**config.mk**
```make
export PLATFORM = sky130hd
export DESIGN_NAME = unidade_controle_flat
export DESIGN_NICKNAME = d
export VERILOG_FILES = /design/src/rtl/unidade_controle_if.sv /design/src/rtl/unidade_controle.sv /design/src/flat_wrapper.sv
export SDC_FILE = /design/constraint.sdc
export NUM_CORES = 1
export LEC_CHECK = 0
export CORE_UTILIZATION = 43
export CTS_BUF_LIST = sky130_fd_sc_hd__clkbuf_2 sky130_fd_sc_hd__clkbuf_4 sky130_fd_sc_hd__clkbuf_8
export DETAILED_ROUTE_END_ITERATION = 10
export GPL_ROUTABILITY_DRIVEN = 0
export GPL_TIMING_DRIVEN = 0
export PLACE_DENSITY = 0.88
export RECOVER_POWER = 100
export SYNTH_ARGS = -nofsm -noshare
export SYNTH_HDL_FRONTEND = slang
export SYNTH_SLANG_ARGS = --single-unit
```
**constraint.sdc**
```tcl
create_clock -name clk -period 2.3 [get_ports clk]
set_input_delay 0.46 -clock clk [delete_from_list [all_inputs] [get_ports clk]]
set_output_delay 0.46 -clock clk [all_outputs]
set_load 0.005 [all_outputs]
```
**src/rtl/unidade_controle_if.sv**
```systemverilog
// Barramento entre a unidade de controle multiciclo e o caminho de dados RISC-V.
// master = unidade de controle, slave = caminho de dados.
interface unidade_controle_if #(
  parameter int LARGURA_CONT = 32
) ();
  logic                    habilita;
  logic [31:0]             instr;
  logic                    flag_igual;
  logic                    flag_menor;
  logic                    flag_maior_igual_u;
  logic                    carrega_IR;
  logic                    carrega_PC;
  logic [1:0]              sel_pc;
  logic [2:0]              sel_imediato;
  logic [4:0]              Ra;
  logic [4:0]              Rb;
  logic [4:0]              Rw;
  logic                    soma_ou_subtrai;
  logic                    subtraindo;
  logic                    imediato;
  logic                    WeR;
  logic                    WeM;
  logic [1:0]              sel_dinR;
  logic                    erro;
  logic [LARGURA_CONT-1:0] cont_instr;

  modport master (
    input  habilita, instr, flag_igual, flag_menor, flag_maior_igual_u,
    output carrega_IR, carrega_PC, sel_pc, sel_imediato, Ra, Rb, Rw,
           soma_ou_subtrai, subtraindo, imediato, WeR, WeM, sel_dinR,
           erro, cont_instr
  );

  modport slave (
    output habilita, instr, flag_igual, flag_menor, flag_maior_igual_u,
    input  carrega_IR, carrega_PC, sel_pc, sel_imediato, Ra, Rb, Rw,
           soma_ou_subtrai, subtraindo, imediato, WeR, WeM, sel_dinR,
           erro, cont_instr
  );
endinterface

```
**src/rtl/unidade_controle.sv**
```systemverilog
// Unidade de controle multiciclo: busca/decodifica/executa/memoria/escrita
// para o caminho de dados RISC-V, com contador de instrucoes retiradas.
module unidade_controle #(
  parameter int LARGURA_CONT = 32
) (
  input  logic                clk,
  input  logic                rst,
  unidade_controle_if.master  bus
);

  typedef enum logic [2:0] {
    OCIOSO     = 3'd0,
    BUSCA      = 3'd1,
    DECODIFICA = 3'd2,
    EXECUTA    = 3'd3,
    MEMORIA    = 3'd4,
    ESCRITA    = 3'd5,
    PARADO     = 3'd6
  } estado_t;

  localparam logic [6:0] OP_LOAD   = 7'b0000011;
  localparam logic [6:0] OP_STORE  = 7'b0100011;
  localparam logic [6:0] OP_REG    = 7'b0110011;
  localparam logic [6:0] OP_IMM    = 7'b0010011;
  localparam logic [6:0] OP_BRANCH = 7'b1100011;
  localparam logic [6:0] OP_JAL    = 7'b1101111;
  localparam logic [6:0] OP_JALR   = 7'b1100111;
  localparam logic [6:0] OP_AUIPC  = 7'b0010111;
  localparam logic [LARGURA_CONT-1:0] UM = {{(LARGURA_CONT-1){1'b0}}, 1'b1};

  estado_t                 estado_r;
  estado_t                 prox_s;
  estado_t                 fim_s;
  logic [LARGURA_CONT-1:0] cont_r;
  logic [6:0]              opcode_s;
  logic [2:0]              funct3_s;
  logic [6:0]              funct7_s;
  logic                    eh_lw_s;
  logic                    eh_sw_s;
  logic                    eh_reg_s;
  logic                    eh_addi_s;
  logic                    eh_desvio_s;
  logic                    eh_jal_s;
  logic                    eh_jalr_s;
  logic                    eh_auipc_s;
  logic                    legal_s;
  logic                    tomado_s;
  logic                    retira_s;

  assign opcode_s    = bus.instr[6:0];
  assign funct3_s    = bus.instr[14:12];
  assign funct7_s    = bus.instr[31:25];
  assign eh_lw_s     = (opcode_s == OP_LOAD);
  assign eh_sw_s     = (opcode_s == OP_STORE);
  assign eh_reg_s    = (opcode_s == OP_REG);
  assign eh_addi_s   = (opcode_s == OP_IMM);
  assign eh_desvio_s = (opcode_s == OP_BRANCH);
  assign eh_jal_s    = (opcode_s == OP_JAL);
  assign eh_jalr_s   = (opcode_s == OP_JALR);
  assign eh_auipc_s  = (opcode_s == OP_AUIPC);
  // habilita is only honoured at instruction boundaries
  assign fim_s       = bus.habilita ? BUSCA : OCIOSO;
  assign bus.cont_instr = cont_r;

  // Legality of the instruction currently held in the IR.
  always_comb begin
    legal_s = 1'b0;
    if (eh_lw_s || eh_sw_s) begin
      legal_s = (funct3_s == 3'b010);
    end else if (eh_reg_s) begin
      legal_s = (funct7_s == 7'b0000000) || (funct7_s == 7'b0100000);
    end else if (eh_desvio_s) begin
      legal_s = (funct3_s != 3'b010) && (funct3_s != 3'b011);
    end else begin
      legal_s = eh_addi_s || eh_jal_s || eh_jalr_s || eh_auipc_s;
    end
  end

  // Branch outcome from the ULA flags.
  always_comb begin
    case (funct3_s)
      3'b000:  tomado_s = bus.flag_igual;
      3'b001:  tomado_s = ~bus.flag_igual;
      3'b100:  tomado_s = bus.flag_menor;
      3'b101:  tomado_s = ~bus.flag_menor;
      3'b110:  tomado_s = ~bus.flag_maior_igual_u;
      3'b111:  tomado_s = bus.flag_maior_igual_u;
      default: tomado_s = 1'b0;
    endcase
  end

  // State register.
  always_ff @(posedge clk or posedge rst) begin
    if (rst) begin
      estado_r <= OCIOSO;
    end else begin
      estado_r <= prox_s;
    end
  end

  // Retired-instruction counter, wraps naturally.
  always_ff @(posedge clk or posedge rst) begin
    if (rst) begin
      cont_r <= {LARGURA_CONT{1'b0}};
    end else if (retira_s) begin
      cont_r <= cont_r + UM;
    end else begin
      cont_r <= cont_r;
    end
  end

  // Next state and datapath controls.
  always_comb begin
    prox_s               = estado_r;
    retira_s             = 1'b0;
    bus.carrega_IR       = 1'b0;
    bus.carrega_PC       = 1'b0;
    bus.sel_pc           = 2'd0;
    bus.sel_imediato     = 3'd0;
    bus.Ra               = 5'd0;
    bus.Rb               = 5'd0;
    bus.Rw               = 5'd0;
    bus.soma_ou_subtrai  = 1'b0;
    bus.subtraindo       = 1'b0;
    bus.imediato         = 1'b0;
    bus.WeR              = 1'b0;
    bus.WeM              = 1'b0;
    bus.sel_dinR         = 2'd0;
    bus.erro             = 1'b0;

    if (estado_r == DECODIFICA || estado_r == EXECUTA ||
        estado_r == MEMORIA    || estado_r == ESCRITA) begin
      bus.Ra = bus.instr[19:15];
      bus.Rb = bus.instr[24:20];
      bus.Rw = bus.instr[11:7];
    end else begin
      bus.Ra = 5'd0;
    end

    // ULA stays configured until writeback so its result is stable for lw/sw/jalr
    if (estado_r == EXECUTA || estado_r == MEMORIA || estado_r == ESCRITA) begin
      bus.soma_ou_subtrai = 1'b1;
      bus.subtraindo      = eh_reg_s & bus.instr[30];
      bus.imediato        = eh_lw_s | eh_sw_s | eh_addi_s | eh_jalr_s;
    end else begin
      bus.soma_ou_subtrai = 1'b0;
    end

    case (estado_r)
      OCIOSO: begin
        prox_s = fim_s;
      end
      BUSCA: begin
        bus.carrega_IR = 1'b1;
        prox_s         = DECODIFICA;
      end
      DECODIFICA: begin
        prox_s = legal_s ? EXECUTA : PARADO;
      end
      EXECUTA: begin
        if (eh_desvio_s) begin
          bus.carrega_PC   = 1'b1;
          bus.sel_pc       = tomado_s ? 2'd1 : 2'd0;
          bus.sel_imediato = tomado_s ? 3'd2 : 3'd0;
          retira_s         = 1'b1;
          prox_s           = fim_s;
        end else if (eh_lw_s || eh_sw_s) begin
          bus.sel_imediato = eh_sw_s ? 3'd1 : 3'd0;
          prox_s           = MEMORIA;
        end else begin
          prox_s = ESCRITA;
        end
      end
      MEMORIA: begin
        if (eh_sw_s) begin
          bus.sel_imediato = 3'd1;
          bus.WeM          = 1'b1;
          bus.carrega_PC   = 1'b1;
          retira_s         = 1'b1;
          prox_s           = fim_s;
        end else begin
          prox_s = ESCRITA;
        end
      end
      ESCRITA: begin
        bus.WeR        = (bus.instr[11:7] != 5'd0);
        bus.carrega_PC = 1'b1;
        retira_s       = 1'b1;
        prox_s         = fim_s;
        if (eh_lw_s) begin
          bus.sel_dinR = 2'd1;
        end else if (eh_jal_s) begin
          bus.sel_dinR     = 2'd2;
          bus.sel_pc       = 2'd1;
          bus.sel_imediato = 3'd3;
        end else if (eh_jalr_s) begin
          bus.sel_dinR = 2'd2;
          bus.sel_pc   = 2'd2;
        end else if (eh_auipc_s) begin
          bus.sel_dinR     = 2'd3;
          bus.sel_imediato = 3'd4;
        end else begin
          bus.sel_dinR = 2'd0;
        end
      end
      PARADO: begin
        bus.erro = 1'b1;
        prox_s   = PARADO;
      end
      default: begin
        prox_s = OCIOSO;
      end
    endcase
  end

endmodule

```
**src/flat_wrapper.sv**
```systemverilog
// flat-port wrapper written by rule: the top's interface ports become plain ports
module unidade_controle_flat 
#(
  parameter int LARGURA_CONT = 32
)
  (clk, rst, bus_habilita, bus_instr, bus_flag_igual, bus_flag_menor, bus_flag_maior_igual_u, bus_carrega_IR, bus_carrega_PC, bus_sel_pc, bus_sel_imediato, bus_Ra, bus_Rb, bus_Rw, bus_soma_ou_subtrai, bus_subtraindo, bus_imediato, bus_WeR, bus_WeM, bus_sel_dinR, bus_erro, bus_cont_instr);
  unidade_controle_if #(.LARGURA_CONT(LARGURA_CONT)) bus_i ();
  input  logic clk;
  input  logic rst;
  input wire logic [$bits(bus_i.habilita)-1:0] bus_habilita;
  input wire logic [$bits(bus_i.instr)-1:0] bus_instr;
  input wire logic [$bits(bus_i.flag_igual)-1:0] bus_flag_igual;
  input wire logic [$bits(bus_i.flag_menor)-1:0] bus_flag_menor;
  input wire logic [$bits(bus_i.flag_maior_igual_u)-1:0] bus_flag_maior_igual_u;
  output wire logic [$bits(bus_i.carrega_IR)-1:0] bus_carrega_IR;
  output wire logic [$bits(bus_i.carrega_PC)-1:0] bus_carrega_PC;
  output wire logic [$bits(bus_i.sel_pc)-1:0] bus_sel_pc;
  output wire logic [$bits(bus_i.sel_imediato)-1:0] bus_sel_imediato;
  output wire logic [$bits(bus_i.Ra)-1:0] bus_Ra;
  output wire logic [$bits(bus_i.Rb)-1:0] bus_Rb;
  output wire logic [$bits(bus_i.Rw)-1:0] bus_Rw;
  output wire logic [$bits(bus_i.soma_ou_subtrai)-1:0] bus_soma_ou_subtrai;
  output wire logic [$bits(bus_i.subtraindo)-1:0] bus_subtraindo;
  output wire logic [$bits(bus_i.imediato)-1:0] bus_imediato;
  output wire logic [$bits(bus_i.WeR)-1:0] bus_WeR;
  output wire logic [$bits(bus_i.WeM)-1:0] bus_WeM;
  output wire logic [$bits(bus_i.sel_dinR)-1:0] bus_sel_dinR;
  output wire logic [$bits(bus_i.erro)-1:0] bus_erro;
  output wire logic [$bits(bus_i.cont_instr)-1:0] bus_cont_instr;
  assign bus_i.habilita = bus_habilita;
  assign bus_i.instr = bus_instr;
  assign bus_i.flag_igual = bus_flag_igual;
  assign bus_i.flag_menor = bus_flag_menor;
  assign bus_i.flag_maior_igual_u = bus_flag_maior_igual_u;
  assign bus_carrega_IR = bus_i.carrega_IR;
  assign bus_carrega_PC = bus_i.carrega_PC;
  assign bus_sel_pc = bus_i.sel_pc;
  assign bus_sel_imediato = bus_i.sel_imediato;
  assign bus_Ra = bus_i.Ra;
  assign bus_Rb = bus_i.Rb;
  assign bus_Rw = bus_i.Rw;
  assign bus_soma_ou_subtrai = bus_i.soma_ou_subtrai;
  assign bus_subtraindo = bus_i.subtraindo;
  assign bus_imediato = bus_i.imediato;
  assign bus_WeR = bus_i.WeR;
  assign bus_WeM = bus_i.WeM;
  assign bus_sel_dinR = bus_i.sel_dinR;
  assign bus_erro = bus_i.erro;
  assign bus_cont_instr = bus_i.cont_instr;
  unidade_controle #(.LARGURA_CONT(LARGURA_CONT)) u_core (.clk(clk), .rst(rst), .bus(bus_i));
endmodule
```
==> results of run 1 <==
[path summary, 6_finish.rpt]
check,start,end,cells past startpoint
min in group asynchronous,rst,u_core.bus.cont_instr[12],2
max,bus_instr[26],u_core.estado_r[2],6
max in group asynchronous,rst,u_core.estado_r[2],2
min reg2reg,u_core.bus.cont_instr[31],u_core.bus.cont_instr[31],1
max reg2reg,u_core.estado_r[2],u_core.bus.cont_instr[11],8
min,u_core.bus.cont_instr[31],u_core.bus.cont_instr[31],1
[synthesized netlist by cell type (all sizes together) (3+ instances only)]
master | number | area share (%)
xnor2 | 31 | 12
nor3 | 12 | 3.2
nand2 | 16 | 2.8
o211ai | 9 | 3.1
and2 | 18 | 5.2
nand2b | 4 | 1.1
a21oi | 7 | 1.8
nor2 | 14 | 2.4
and3 | 12 | 3.4
o21ai | 24 | 5.5
dfrtp | 35 | 40
clkbuf | 4 | 0.75
xor2 | 4 | 1.6
nor2b | 3 | 0.86
nand4 | 3 | 0.86
inv | 3 | 0.52
nand3 | 6 | 1.4
buf | 5 | 1.1
and4 | 5 | 2.0
[power by group through the flow]
stage	sequential [mW]	clock (mW)	combinational, mW
after floorplan	0.763	0	0.465
after global placement	0.771	0	1.02
after detailed placement	0.773	0	1.04
after CTS	0.768	0.503	1.21
after global routing	0.789	0.534	1.38
final	0.775	0.499	1.28
[timing repair]
action	in CTS	in global routing
pin swaps	4	5
gates resized for setup	38	31
buffers inserted	11	3
setup endpoints to repair	39	40
cloned	0	0
[registers in the layout, indices dropped and copies added (netlist names)]
| signal | flops |
|---|---|
| u_core.bus.cont_instr | 32 |
| u_core.estado_r | 3 |
[cell families (layout without fill, tap and decap cells)]
group / after synthesis / count (layout) / share of synthesized area [%]
and+or+nand+nor: 100 / 100 / 26.33
AOI/OAI and AO/OA: 53 / 53 / 15.49
xor gates and xnor gates: 35 / 35 / 14.06
DFF: 35 / 35 / 40.16
buffers and inverters: 12 / 132 / 2.409
muxes: 2 / 2 / 0.9753
adders and majority gates: 1 / 1 / 0.5736
[through the flow]
step / area, um2 / instances / TNS, ns / util (%) / setup slack (ns)
after global placement: 3246 / 403 / -12.09 / 67.82 / -0.6025
final: 3556 / 425 / -0.1844 / 74.30 / -0.1313
after detailed placement: 3246 / 403 / -12.95 / 67.82 / -0.6198
after CTS: 3491 / 422 / -0.07547 / 72.94 / -0.02781
after global routing: 3556 / 425 / -0.3321 / 74.30 / -0.1040
after floorplan: 2181 / 238 / 0 / - / 0.3981
[worst max-delay path, cell delays in order]
cell	delay (ns)
clkdlybuf4s50_1	0.40
or4_4	0.53
o31ai_2	0.20
a22oi_1	0.16
a2111oi_2	0.57
o21ai_0	0.22
[area by class of cell]
| type | count | area, um2 | area share (%) |
|---|---|---|---|
| multi-input combinational | 191 | 1349 | 37.93 |
| timing repair buffer | 112 | 1071 | 30.12 |
| sequential | 35 | 877.1 | 24.67 |
| clock buffer | 8 | 103.9 | 2.920 |
| tap | 67 | 83.83 | 2.357 |
| buffer | 9 | 60.06 | 1.689 |
| inverter | 3 | 11.26 | 0.3167 |
[metal layers]
layer | global-route usage [%] | vias to the layer above | share of wire (%)
li1 | - | 1084 | -
met1 | 32.31 | 1172 | 40
met2 | 38.48 | 137 | 50
met3 | 5.387 | 32 | 6.4
met4 | 12.20 | 0 | 4.1
met5 | 0 | - | 0
==> results.py, run 1 <==
metrics = {
    "status": {
        "status": "finished, violations left",
        "violations": "negative setup slack",
    },
    "route": {
        "ant_nets": 0,
        "via_count": 2425,
        "vias_per_cell": 5.706,
        "wire_per_inst_um": 16.86,
        "drt_iter0_drc": 240,
        "drt_first_pass_iters": 5,
        "routed_wl_um": 7167,
        "drc_errors": 0,
    },
    "pwr": {
        "pwr-share-clk_pct": 19.5,
        "total_power_mw": 2.557,
        "powerDensity_nw_per_um2": 718.9,
        "p_sw_share_pct": 33.00,
        "comb_power_share_pct": 50.2,
        "power_leakage_nw": 1.568,
        "peakVddDrop_v": 0.0007075,
        "seq_power_share_pct": 30.3,
        "p_switching_mw": 0.8436,
        "p_int_mw": 1.713,
    },
    "clock_tree": {
        "cts.sinks": 35,
        "hold_buffers": 0,
        "cts_buffer_depth": 2,
        "clk_latency_ns": 0.29,
        "path_clk_slew_ns": 0.07,
        "cts_tree": "done",
        "cts-buffers-inserted": 5,
        "h-tree-depth": 2,
        "cts_root_buf": "clkbuf_8",
    },
    "cells_and_area": {
        "layout_commonest_cell": "clkdlybuf4s50_1",
        "diodes": 0,
        "nFillCells": 319,
        "syn2layout_area_growth_pct": 63.05,
        "most-common-layout-cells": "78 x clkdlybuf4s50_1, 34 x dfrtp_1, 31 x xnor2_1",
        "layout-drive-gt1-share_pct": 17.88,
        "finalNetCount": 396,
    },
    "floorplan": {
        "fp.dieH_um": 73.22,
        "rows": 25,
        "coreArea_um2": 4786,
        "io_pins": 100,
        "start_util_pct": 45.57,
        "die-area_um2": 5360,
        "die_w_um": 73.22,
    },
    "setup_path": {
        "regToRegSetupSlack_ns": 0.08,
        "endpoint_kind": "flop",
        "worst-path-max-fanout": 2,
        "cp.required_ns": 2.42,
        "crit_path_start_kind": "input pin",
        "worstSetupPathType": "in -> reg",
        "arrival_ns": 2.55,
    },
    "global_route": {
        "grt_pass1_vias": 2164,
        "grt_overflow_total": 0,
        "antenna_found_initial": 0,
        "globalRouteTotalUtil_pct": 24.68,
        "grt_pass1_wl_um": 10130,
        "grt_max_degree": 36,
    },
    "timing": {
        "clock.fmax_mhz": 411.3,
        "setup_viol": 2,
        "slew-limit-headroom_pct": 53.30,
        "layout_min_cycle_time_ns": 2.431,
        "max_slew.worst_pin.slew_ns": 0.6995,
        "whs_ns": 0.4720,
        "finClkSkew_ns": 0.006107,
        "layout_setup_ws_ns": -0.1313,
        "finalCritPeriodShare_pct": 105.7,
        "slew_viol_final": 0,
        "hold_viol": 0,
    },
    "synthesis": {
        "ys_async_sr_fraction_pct": 100.0,
        "synth_top_flop_cell": "dfrtp_1",
        "synth_edf_count": 0,
        "synth_warnings": 0,
        "synth.avg_cell_area_um2": 9.163,
        "ys_types": 42,
        "netlist_area_um2": 2181,
        "ys_seq_elements": 35,
        "synthCells": 238,
        "ys_seq_area_share_pct": 40.16,
        "synth_fp_nets": 277,
    },
    "job": {
        "drv_cap": 0,
    },
    "place": {
        "portBuffers": 98,
        "dp_hpwl_um": 4623,
    },
    "min_path": {
        "hold_path_class": "reg -> reg",
    },
}
Power figures use the tool's default switching activity.
==> run 2: changes to the inputs <==
- CTS_CLUSTER_DIAMETER: not set -> 150
==> results of run 2 <==
Final layout, timing and power as in run 1 (identical DEF).
